==> src/rtl/keypad_pkg.sv <==
// Shared types, key map and row-pattern helpers for the 4x4 keypad scanner.
package keypad_pkg;

   typedef enum logic [1:0] {SCAN, DEBOUNCE, PRESSED, RELEASE} kp_state_t;

   localparam logic [3:0] ROWS_IDLE = 4'hF;
   localparam int         NCOLS     = 4;

   // Indexed [col][row]
   localparam logic [3:0] KEYMAP [NCOLS][4] = '{
      '{4'h1, 4'h4, 4'h7, 4'h0},
      '{4'h2, 4'h5, 4'h8, 4'hF},
      '{4'h3, 4'h6, 4'h9, 4'hE},
      '{4'hA, 4'hB, 4'hC, 4'hD}
   };

   function automatic logic single_low(input logic [3:0] rows);
      logic [3:0] act;
      act = ~rows;
      return (act != 4'h0) && ((act & (act - 4'h1)) == 4'h0);
   endfunction

   function automatic logic [1:0] low_index(input logic [3:0] rows);
      logic [1:0] idx;
      idx = 2'd0;
      for (int i = 0; i < 4; i++) begin
         if (!rows[i]) idx = 2'(i);
      end
      return idx;
   endfunction

endpackage

==> src/rtl/keypad_scan_sync2.sv <==
// Two-flop synchroniser with parameterised width and reset value.
module sync2 #(
   parameter int               WIDTH   = 1,
   parameter logic [WIDTH-1:0] RST_VAL = '0
) (
   input  logic             clk,
   input  logic             rst,
   input  logic [WIDTH-1:0] d,
   output logic [WIDTH-1:0] q
);

   logic [WIDTH-1:0] meta;
   logic [WIDTH-1:0] stage;

   always_ff @(posedge clk or posedge rst) begin
      if (rst) begin
         meta  <= RST_VAL;
         stage <= RST_VAL;
      end else begin
         meta  <= d;
         stage <= meta;
      end
   end

   assign q = stage;

endmodule

==> src/rtl/keypad_scan.sv <==
// 4x4 keypad column scanner with debounce; KEYPAD_SHIFT_EN enables the
// four-key history register on the digits output.
//
// state    | meaning
// SCAN     | rotating the low column, waiting for a single-row press
// DEBOUNCE | column held, row pattern must stay identical for DB_TICKS ticks
// PRESSED  | key accepted, waiting for all rows to return high
// RELEASE  | rows idle, must stay idle for DB_TICKS ticks before rescanning
module keypad_scan #(
   parameter int SCAN_DIV = 25000,
   parameter int DB_TICKS = 20
) (
   input  logic        clk,
   input  logic        rst,
   input  logic [3:0]  row_n,
   output logic [3:0]  col_n,
   output logic [3:0]  key_code,
   output logic        key_valid,
   output logic        key_down,
   output logic [15:0] digits
);

   import keypad_pkg::*;

   localparam int DIV_W = (SCAN_DIV > 1) ? $clog2(SCAN_DIV) : 1;
   localparam int CNT_W = (DB_TICKS > 1) ? $clog2(DB_TICKS) : 1;
   localparam logic [DIV_W-1:0] DIV_LAST = DIV_W'(SCAN_DIV - 1);
   localparam logic [CNT_W-1:0] CNT_LAST = CNT_W'(DB_TICKS - 1);

   logic [3:0]       row_s;
   logic [DIV_W-1:0] div;
   logic             tick;

   kp_state_t        state, state_nxt;
   logic [1:0]       col_idx, col_idx_nxt;
   logic [CNT_W-1:0] cnt, cnt_nxt;
   logic [3:0]       row_pat, row_pat_nxt;
   logic [3:0]       key_code_nxt;
   logic             key_valid_nxt;
   logic             key_down_nxt;

   sync2 #(.WIDTH(4), .RST_VAL(ROWS_IDLE)) u_row_sync (
      .clk (clk),
      .rst (rst),
      .d   (row_n),
      .q   (row_s)
   );

   always_ff @(posedge clk or posedge rst) begin
      if (rst) begin
         div <= '0;
      end else if (div == DIV_LAST) begin
         div <= '0;
      end else begin
         div <= div + DIV_W'(1);
      end
   end

   assign tick = (div == DIV_LAST);

   always_comb begin
      state_nxt     = state;
      col_idx_nxt   = col_idx;
      cnt_nxt       = cnt;
      row_pat_nxt   = row_pat;
      key_code_nxt  = key_code;
      key_valid_nxt = 1'b0;
      key_down_nxt  = key_down;
      if (tick) begin
         unique case (state)
            SCAN: begin
               if (single_low(row_s)) begin
                  state_nxt   = DEBOUNCE;
                  row_pat_nxt = row_s;
                  cnt_nxt     = '0;
               end else begin
                  col_idx_nxt = col_idx + 2'd1;
               end
            end
            DEBOUNCE: begin
               if (row_s == row_pat) begin
                  if (cnt == CNT_LAST) begin
                     state_nxt     = PRESSED;
                     key_code_nxt  = KEYMAP[col_idx][low_index(row_pat)];
                     key_valid_nxt = 1'b1;
                     key_down_nxt  = 1'b1;
                  end else begin
                     cnt_nxt = cnt + CNT_W'(1);
                  end
               end else begin
                  state_nxt   = SCAN;
                  col_idx_nxt = col_idx + 2'd1;
               end
            end
            PRESSED: begin
               // Extra rows going low while a key is held are ignored.
               if (row_s == ROWS_IDLE) begin
                  state_nxt = RELEASE;
                  cnt_nxt   = '0;
               end
            end
            RELEASE: begin
               if (row_s == ROWS_IDLE) begin
                  if (cnt == CNT_LAST) begin
                     state_nxt    = SCAN;
                     key_down_nxt = 1'b0;
                     col_idx_nxt  = col_idx + 2'd1;
                  end else begin
                     cnt_nxt = cnt + CNT_W'(1);
                  end
               end else begin
                  state_nxt = PRESSED;
               end
            end
            default: state_nxt = SCAN;
         endcase
      end
   end

   always_ff @(posedge clk or posedge rst) begin
      if (rst) begin
         state     <= SCAN;
         col_idx   <= 2'd0;
         cnt       <= '0;
         row_pat   <= ROWS_IDLE;
         key_code  <= 4'h0;
         key_valid <= 1'b0;
         key_down  <= 1'b0;
      end else begin
         state     <= state_nxt;
         col_idx   <= col_idx_nxt;
         cnt       <= cnt_nxt;
         row_pat   <= row_pat_nxt;
         key_code  <= key_code_nxt;
         key_valid <= key_valid_nxt;
         key_down  <= key_down_nxt;
      end
   end

   assign col_n = ~(4'b0001 << col_idx);

`ifdef KEYPAD_SHIFT_EN
   logic [15:0] digits_q;

   always_ff @(posedge clk or posedge rst) begin
      if (rst) begin
         digits_q <= 16'h0000;
      end else if (key_valid_nxt) begin
         digits_q <= {digits_q[11:0], key_code_nxt};
      end
   end

   assign digits = digits_q;
`else
   assign digits = 16'h0000;
`endif

endmodule

==> config.mk <==
export PLATFORM = sky130hd
export DESIGN_NAME = keypad_scan
export DESIGN_NICKNAME = d
export VERILOG_FILES = /design/src/rtl/keypad_pkg.sv /design/src/rtl/keypad_scan_sync2.sv /design/src/rtl/keypad_scan.sv
export SDC_FILE = /design/constraint.sdc
export NUM_CORES = 1
export LEC_CHECK = 0
export BUFFER_PORTS_ARGS = -buffer_cell sky130_fd_sc_hd__buf_2
export CAP_MARGIN = 30
export CORE_MARGIN = 1.5
export CORE_UTILIZATION = 57
export DETAILED_ROUTE_END_ITERATION = 16
export MAX_ROUTING_LAYER = met4
export PLACE_DENSITY = 0.89
export SLEW_MARGIN = 0
export SYNTH_ARGS = -nofsm -noshare
export SYNTH_HDL_FRONTEND = slang
export SYNTH_SLANG_ARGS = --single-unit
==> constraint.sdc <==
create_clock -name clk -period 2.7 [get_ports clk]
set_input_delay 0.27 -clock clk [delete_from_list [all_inputs] [get_ports clk]]
set_output_delay 0.27 -clock clk [all_outputs]
set_load 0.01 [all_outputs]
== After elaboration in Yosys (flattened, before gate mapping) ==
Index checks and enable logic that the tools add are counted.

* Register bits: 42
* Output and inout bits: 26

* Add/subtract/negate cells: 4
* $lt $le $gt $ge: 2
* Equality and inequality tests: 17
* Shifts and indexed selects: 1
* Muxes and demuxes: 41
* Bitwise gates (word level): 5
* Reductions and logical operators: 12

{| class="wikitable"
|+ Operator list
! operator !! number
|-
| binary-select mux 16 bit (select 2 bit) || 1
|-
| two-way mux 16 bit || 2
|-
| two-way mux 2 bit || 16
|-
| two-way mux 5 bit || 5
|-
| one-hot mux 5 bit (4 select lines) || 1
|-
| != test 2 bit (second input constant) || 8
|-
| adder 15 x 1 -> 15 bit (second input constant) || 1
|-
| == test 15 bit (second input constant) || 1
|-
| two-way mux 15 bit || 1
|-
| AND reduction 6 bit || 2
|-
| AND reduction 5 bit || 2
|-
| two-way mux 1 bit || 9
|-
| binary-select mux 4 bit (select 2 bit) || 1
|-
| two-way mux 4 bit || 2
|-
| NOT 4 bit || 2
|-
| one-hot mux 2 bit (4 select lines) || 1
|-
| >= comparator 3 bit (second input constant) || 2
|-
| != test 3 bit (second input constant) || 2
|-
| NOT 2 -> 3 bit || 2
|-
| one-hot mux 2 bit (3 select lines) || 1
|-
| adder 5 x 1 -> 5 bit (second input constant) || 1
|-
| == test 5 bit (second input constant) || 1
|-
| AND 4 bit || 1
|-
| == test 2 bit (second input constant) || 2
|-
| 15 further kinds || 15
|}

== Longest topological paths before layout ==
Gate-level depths: netlist (run 1).

* Depth in word-level cells: 11
* Mapped depth: 7
* Mapped depth without buffers: 6

== By module ==
A second synthesis (run 1) with hierarchy kept.

* Cells, all modules: 222
* Area total of the unflattened synthesis: 2338.5 um^2

{| class="wikitable"
|+ By module, submodules not included
! module !! times used !! cells each !! area an instance (um^2)
|-
| keypad_scan || 1 || 213 || 2124.5
|-
| sync2 || 1 || 9 || 214.0
|}

== Worst setup path after synthesis (run 1) ==
No wires, ideal clock.

* Path kind: register -> register
* From: reg row_pat[2]
* To: reg key_code[0]
* Arrival: 2.319 ns
* Required time: 2.575 ns
* Setup slack: 0.256 ns
* Stages on the path, launching flop included: 6
* Clock period less this slack: 2.444 ns
* Cell sequence: dfstp_2 clkbuf_1 xor2_1 or4_2 nor4_4 mux2_4

* Cells in the longest elaborated chain, start to end: 10

{| class="wikitable"
|+ Ends and longest elaborated chain
! item !! line !! RTL
|-
| start: declaration || keypad_scan.sv:37 || <nowiki>logic [3:0] row_pat, row_pat_nxt;</nowiki>
|-
| start signal: assignment || keypad_scan.sv:133 || <nowiki>row_pat <= row_pat_nxt;</nowiki>
|-
| two-way mux 2 bit (2 in a row) || keypad_pkg.sv:27 || <nowiki>if (!rows[i]) idx = 2'(i);</nowiki>
|-
| two-way mux 2 bit || keypad_scan.sv:82 || <nowiki>if (cnt == CNT_LAST) begin</nowiki>
|-
| two-way mux 2 bit || keypad_scan.sv:81 || <nowiki>if (row_s == row_pat) begin</nowiki>
|-
| two-way mux 2 bit || keypad_scan.sv:70 || <nowiki>unique case (state)</nowiki>
|-
| two-way mux 2 bit || keypad_scan.sv:69 || <nowiki>if (tick) begin</nowiki>
|-
| NOT 2 -> 3 bit (not written as such) || keypad_scan.sv:84 || <nowiki>key_code_nxt = KEYMAP[col_idx][low_index(row_pat)];</nowiki>
|-
| binary-select mux 4 bit (select 2 bit) || keypad_scan.sv:84 ||
|-
| two-way mux 4 bit (not written as such) (2 in a row) || keypad_scan.sv:84 ||
|-
| end signal: assignment || keypad_scan.sv:134 || <nowiki>key_code <= key_code_nxt;</nowiki>
|-
| end: declaration || keypad_scan.sv:17 || <nowiki>output logic [3:0] key_code,</nowiki>
|}

Several ways; a longest one is shown, not always the timed one. The select of a mux whose other input is x is not followed.
A chain may end at the register's enable or synchronous reset.

== Worst setup path after layout (run 1) ==
* From: reg div[10]
* To: reg state[1]

* Cells in the longest elaborated chain, start to end: 2

{| class="wikitable"
|+ Ends and longest elaborated chain
! item !! line !! RTL
|-
| start: declaration || keypad_scan.sv:31 || <nowiki>logic [DIV_W-1:0] div;</nowiki>
|-
| start signal: assignment || keypad_scan.sv:55 || <nowiki>div <= div + DIV_W'(1);</nowiki>
|-
| == test 15 bit || keypad_scan.sv:59 || <nowiki>assign tick = (div == DIV_LAST);</nowiki>
|-
| AND reduction 5 bit (no line) || n/a ||
|-
| end signal: assignment || keypad_scan.sv:130 || <nowiki>state <= state_nxt;</nowiki>
|-
| end: declaration || keypad_scan.sv:34 || <nowiki>kp_state_t state, state_nxt;</nowiki>
|}

No other way between the ends.

==> results of run 1 <==
==> layout by cell type, fill, tap and decap left out, drive strengths merged, types with 3 or more instances in the layout <==
cell type   n
clkbuf      7
nand3      10
ha          8
mux2        7
nand2      13
o21ai      13
a21oi       6
inv        11
nor4        3
xnor2       9
buf        19
dfrtp      30
dfstp      12
nor2b       4
and3        3
xor2        9
nor3        4
nor2       15
conb       16
==> final cells by class <==
cell class / instances / area share
inverters: 11 / 0.0171
multi-input cells: 153 / 0.425
clock buffers: 7 / 0.0358
repair buffers: 19 / 0.0435
clock inverters: 1 / 0.0124
flip-flops and latches: 42 / 0.441
well taps: 48 / 0.0249
==> cells by family after synthesis <==
family / Yosys count / share of synthesized area
other: 1 / 0.00168
AO/OA/AOI/OAI: 30 / 0.0817
AND/OR/NAND/NOR: 72 / 0.188
buffers and inverters: 32 / 0.0890
adder cells (fa/ha/maj): 8 / 0.0448
multiplexers: 9 / 0.0476
XOR/XNOR: 18 / 0.0706
flip-flops: 42 / 0.477
==> state kept, by name (all words and copies together) (netlist names), 2 cells and up <==
| name | cells |
|---|---|
| div | 15 |
| cnt | 5 |
| key_code | 4 |
| row_pat | 4 |
| u_row_sync.meta | 4 |
| u_row_sync.q | 4 |
| col_idx | 2 |
| state | 2 |
==> path summary, 6_finish.rpt <==
kind | endpoint | cells past startpoint | from | slack [ns]
worst max-delay path | state[1]$_DFFE_PP0P_ | 4 | div[10]$_DFF_PP0_ | 0.34
worst min-delay path | u_row_sync.meta[2]$_DFF_PP1_ | 1 | row_n[2] | 0.07
worst max register to register | state[1]$_DFFE_PP0P_ | 4 | div[10]$_DFF_PP0_ | 0.34
worst min register to register | u_row_sync.q[3]$_DFF_PP1_ | 0 | u_row_sync.meta[3]$_DFF_PP1_ | 0.35
max in group asynchronous | u_row_sync.meta[3]$_DFF_PP1_ | 3 | rst | 2.25
min in group asynchronous | col_idx[0]$_DFFE_PP0P_ | 3 | rst | 0.09
==> power by group through the flow <==
stage | combinational [W] | sequential, W | clock (W)
after detailed placement | 0.0000370 | 0.000658 | 0
final | 0.0000365 | 0.000647 | 0.000497
after CTS | 0.0000372 | 0.000647 | 0.000516
after global routing | 0.0000423 | 0.000647 | 0.000545
after floorplan | 0.0000454 | 0.000656 | 0
after global placement | 0.0000365 | 0.000658 | 0
==> metrics by stage <==
step	hold slack, ns	cells
after detailed placement	0.347	273
after CTS	0.0596	281
after floorplan	0.274	227
after global routing	0.0500	281
after global placement	0.347	273
final	0.0730	281
==> layer usage <==
layer / GRT usage / vias up / wire [µm]
met5: - / - / 0
met4: 0.0703 / 0 / 57
met3: 0.0565 / 6 / 133
met2: 0.306 / 24 / 1750
met1: 0.209 / 706 / 1500
li1: - / 733 / -
==> worst max-delay path, stage by stage (launching register included) <==
cell	delay (ns)
dfrtp_1	0.44
or4b_4	0.54
or4_4	0.56
or3_2	0.51
a21o_2	0.22
==> results.md, run 1 <==
* Status: finished, final reports clean
* Setup CP Type: reg2reg
* Number of synthesized flops with an enable pin at 0
* Multi-input logic area at 1030 µm²
* Setup tns final at 0 ns
* Diode count at 0
* Post-synth top flop: dfrtp_1
* Mapped Area at 2230 µm²
* Htree depth at 2
* Antenna Nets Post-Route at 0
* Worst skew pair latency at 0.29 ns
* Fraction of layout cells with a size suffix above 1 at 0.240
* Vias in the first global route at 1370
* Synth Register Bits at 42
* Max_cap viols at 0
* Hold Crit Class: in2reg
* Post-DR vias/cell at 5.23
* Die Wd at 65.6 µm
* Setup WS post-layout at 0.340 ns
* Global route overflow at 0
* Avg Cell Area, Syn at 10.5 µm²
* Overall routing resource usage at 0.184
* Area occupied by registers at 1070 µm²
* Largest net degree at the start of global routing at 43
* Post_cts resized at 0
* Post-DP Area at 2300 µm²
* Starting Density at 0.601
* I/O pin cnt at 32
* Area leader, netlist: dfrtp_1
* # Post-CTS Setup Buffers at 0
* Full die area at 4310 µm²
* Sw frac at 0.194
* Initial antenna violation count at 0
* Iteration-0 DRC Markers at 141
* Setup crit end kind: flip-flop
* YS warnings at 0
* Tmin final at 2.36 ns
* Critical-path maximum fanout at 6
* Max Buffers Root-to-Sink at 2
* DR WL/cell at 12.2 µm
* Fin. Hold Viols at 0
* # fillers at 286
* Total routed wirelength at 3.44 mm
* First-pass GRT wire length at 5.86 mm
* Inserted Clock Buffers at 5
* Internal Pwr Total at 0.000951 W
* Clk sinks at 42
* Synth cell count leaders: dfrtp_1 (30), buf_4 (16), nor2_1 (15)
* Syn Inst Count at 212
* FFs w/ async S/R, synth at 1.00
* Power per cell area at 489 nW/µm²
* Count leader, synth: dfrtp_1
* Area fraction of the dominant cell type after synthesis at 0.336
* Top post-synthesis cells by area: dfrtp_1 (34%), dfstp_2 (14%), buf_4 (5.4%)
* Total power at 0.00118 W
* Clock skew at 0.00804 ns
* Post-route DRC violation count at 0
* Worst endpoint required time at 2.88 ns
* Sequential fraction of the synthesis area at 0.477
* P_sw at 0.000229 W
* CORE AREA at 3720 µm²
* Utilization after layout at 0.650
* Num rows at 22
* Via Count at 1469
* Tcrit/Tclk final at 0.874
* Pleak at 1.11 nW
* Max Fclk at 0.424 GHz
* RSZ-0062 raised after global routing: no
* Distinct cells, synth at 48
* PortBufs at 15
* CTS root buffer: clkbuf_8
* Fin. max-slew vios at 0
* Final Net Count at 246
* Area delta synth->final at 8.06%
* Finished Cell Area at 2410 µm²
* Final Setup Violations at 0
* Clk network pwr share at 0.421
* Data arrival, critical path at 2.54 ns
* Placer Congestion at 0.868
* Die height at 65.6 µm
* Share of power burned in registers at 0.548
* DR pass1 iterations at 4
* Logic pwr share at 0.031
* Setup WS pre-CTS at 0.346 ns
* Detailed placement HPWL at 2.47 mm
* Clock-pin slew on the worst setup and hold paths at 0.07 ns
* Worst VDD drop at 0.394 mV
* CP Launch Type: flip-flop
* Post-CTS Hold Fix Bufs at 0
* CTS tree: built
Power figures use the tool's default switching activity.
==> inputs of run 2 (changes only) <==
- ABC_AREA: not set -> 1
- CORE_UTILIZATION: 57 -> 58
- PLACE_DENSITY: 0.89 -> 0.9
==> run 2 against run 1 <==
Clock power shrank 5.8%. Final area grew 14%. Register-to-register slack improved by 0.72 ns. Highest routed layer unchanged. Largest power group unchanged. Total power shrank 1.9%.
==> results.md, run 2 <==
* Largest register FFs at 15 (unchanged)
* Setup crit end kind: flip-flop
* Biggest regs: div: 15 flops, cnt: 5 flops
* CORE AREA at 4320 µm² (+16%)
* Sequential fraction of the synthesis area at 0.412 (-0.0651)
* Final Net Count at 374 (+52%)
* DR WL/cell at 11.0 µm (-9.7%)
* Logic pwr share at 0.041 (+0.010)
* Sw frac at 0.232 (+0.0378)
* Syn Inst Count at 340 (+60%)
* Pleak at 1.50 nW (+35%)
* Worst skew pair latency at 0.30 ns (about the same)
* Htree depth at 2 (unchanged)
* Worst endpoint required time at 2.89 ns (about the same)
* FFs w/ async S/R, synth at 1.00 (unchanged)
* Die Wd at 69.8 µm (+6.4%)
* CP Launch Type: flip-flop
* Internal Pwr Total at 0.000889 W (-6.5%)
* Distinct cells, synth at 31 (-35%)
* Initial antenna violation count at 0 (unchanged)
* Most frequent cells in the layout: nand2_1 (87), inv_1 (45), nor2_1 (38), dfrtp_1 (30), nand3_1 (25)
* Setup WS post-layout at 1.06 ns (+0.719 ns)
* Iteration-0 DRC Markers at 110 (-22%)
* Hold Crit Class: in2reg
* Max Buffers Root-to-Sink at 2 (unchanged)
* # Post-CTS Setup Buffers at 0 (unchanged)
* Fin. max-slew vios at 0 (unchanged)
* Antenna Nets Post-Route at 0 (unchanged)
* YS warnings at 0 (unchanged)
* First-pass GRT wire length at 7.77 mm (+33%)
* Setup tns final at 0 ns (unchanged)
* Vias in the first global route at 1847 (+35%)
* Number of synthesized flops with an enable pin at 0 (unchanged)
* Post-route DRC violation count at 0 (unchanged)
* Detailed placement HPWL at 3.30 mm (+34%)
* RSZ-0062 raised after global routing: no
* # fillers at 377 (+32%)
* Tcrit/Tclk final at 0.608 (-0.266)
* Placer Congestion at 0.886 (+2.0%)
* Inserted Clock Buffers at 5 (unchanged)
* Area delta synth->final at 6.53%
* Global route overflow at 0 (unchanged)
* Synth Register Bits at 42 (unchanged)
* Total routed wirelength at 4.56 mm (+33%)
* Status: finished, final reports clean
* Setup WS pre-CTS at 1.09 ns (+0.749 ns)
* Post-CTS Hold Fix Bufs at 0 (unchanged)
* Full die area at 4870 µm² (+13%)
* CTS root buffer: clkbuf_8
* Most flops, register: div
* Worst VDD drop at 0.364 mV (-7.5%)
* Final Setup Violations at 0 (unchanged)
* Top sig layer: met4
* I/O pin cnt at 32 (unchanged)
* Die height at 69.8 µm (+6.4%)
* Fin. Hold Viols at 0 (unchanged)
* Commonest non-fill, non-tap cell in the layout: nand2_1
* DR pass1 iterations at 5 (+1)
* Tmin final at 1.64 ns (-0.719 ns)
* Post-synth top flop: dfrtp_1
* Fraction of layout cells with a size suffix above 1 at 0.172 (-0.0686)
* Clock skew at 0.00902 ns (+0.000973 ns)
* Max Fclk at 0.609 GHz (+44%)
* Data arrival, critical path at 1.83 ns (-0.71 ns)
* Area leader, netlist: dfrtp_1
* Clk network pwr share at 0.404 (-0.017)
* Clock-pin slew on the worst setup and hold paths at 0.08 ns (about the same)
* P_sw at 0.000269 W (+17%)
* Max_cap viols at 0 (unchanged)
* Diode count at 0 (unchanged)
* Count leader, synth: nand2_1
* Area fraction of the dominant cell type after synthesis at 0.290 (-0.0458)
* Met1 Routed Length at 2.13 mm (+42%)
* Overall routing resource usage at 0.200 (+0.0161)
* Met3 routed WL at 209 µm (+57%)
* WL met2 at 2.14 mm (+23%)
* Via Count at 2090 (+42%)
* Num rows at 24 (+9.1%)
* Setup CP Type: reg2reg
* Starting Density at 0.598 (-0.00297)
* Avg Cell Area, Syn at 7.61 µm² (-28%)
* Post_cts resized at 0 (unchanged)
* CTS tree: built
* PortBufs at 15 (unchanged)
* Critical-path maximum fanout at 4 (-2)
* Clk sinks at 42 (unchanged)
* Share of power burned in registers at 0.555 (+0.007)
* Synth cell count leaders: nand2_1 (87), inv_1 (45), nor2_1 (38)
* Top post-synthesis cells by area: dfrtp_1 (29%), nand2_1 (13%), dfstp_2 (12%)
* Mapped Area at 2590 µm² (+16%)
* Post-DR vias/cell at 5.06 (-3.2%)
* Power per cell area at 420 nW/µm² (-14%)
* Area occupied by registers at 1070 µm² (unchanged)
* Largest net degree at the start of global routing at 43 (unchanged)
* Multi-input logic area at 1240 µm² (+21%)
## run 2: cell types whose count changed in the layout (fill, tap and decap cells not counted), moves of 5 or more
cell,previous run,this run
xnor2_1,9,0
nand2_2,0,7
o21ai_1,0,9
inv_1,11,45
nand2_1,13,87
mux2_2,5,0
nand3_1,10,25
nor2_1,15,38
## run 2: final timing paths
check	endpoint	startpoint	depth (start not counted)	slack [ns]
setup / recovery	state[0]$_DFFE_PP0P_	div[0]$_DFF_PP0_	8	1.06
hold / removal	u_row_sync.meta[1]$_DFF_PP1_	row_n[1]	1	0.07
setup reg to reg	state[0]$_DFFE_PP0P_	div[0]$_DFF_PP0_	8	1.06
hold reg to reg	u_row_sync.q[0]$_DFF_PP1_	u_row_sync.meta[0]$_DFF_PP1_	0	0.36
max in group asynchronous	u_row_sync.q[0]$_DFF_PP1_	rst	3	2.25
min in group asynchronous	key_code[1]$_DFFE_PP0P_	rst	3	0.08
## run 2: power groups by stage
stage	logic [W]	clock network (W)	registers (W)
2_1_floorplan	0.0000543	0	0.000654
3_3_place_gp	0.0000471	0	0.000655
3_5_place_dp	0.0000479	0	0.000655
4_1_cts	0.0000479	0.000480	0.000643
5_1_grt	0.0000552	0.000500	0.000644
6_report	0.0000470	0.000468	0.000643
## run 2: worst max-delay path, cell delays in order (launching register included)
cell and delay (ns):
dfrtp_1 0.37, ha_1 0.25, nand2_2 0.09, nor3_1 0.28
nand3_1 0.18, nor2_1 0.17, nand3_1 0.08, nand2_1 0.06
nand2_1 0.05
## run 2: final cells by class
class,count,area share
clock buffer,6,0.0340
clock inverter,2,0.00499
inverter,51,0.0708
multi-input combinational,244,0.450
sequential,42,0.387
tap,52,0.0236
timing repair buffer,16,0.0300
## run 2: kinds of logic (layout without fill, tap and decap cells)
family | Yosys count | in the layout | share of synthesized area
xor gates and xnor gates | 7 | 7 | 0.0237
AOI/OAI and AO/OA | 32 | 32 | 0.0653
DFF | 42 | 42 | 0.412
other | 1 | 16 | 0.00145
buffers and inverters | 69 | 75 | 0.131
adders and majority gates | 8 | 8 | 0.0387
and+or+nand+nor | 181 | 181 | 0.328
## run 2: per-layer routing
metal  vias up  global-route usage
li1       1069                   -
met1       934               0.251
met2        73               0.322
met3        14              0.0465
met4         0              0.0662
met5         -                   -
## run 2: stage by stage
stage / cell area, µm² / power (W) / std cells / util / hold WS [ns]
finish: 2760 / 0.00116 / 413 / 0.637 / 0.0656
global route: 2760 / 0.00120 / 413 / 0.637 / 0.0498
CTS: 2760 / 0.00117 / 413 / 0.637 / 0.0531
detailed placement: 2650 / 0.000703 / 405 / 0.613 / 0.347
global placement: 2650 / 0.000702 / 405 / 0.613 / 0.346
floorplan: 2640 / 0.000708 / 355 / - / 0.274
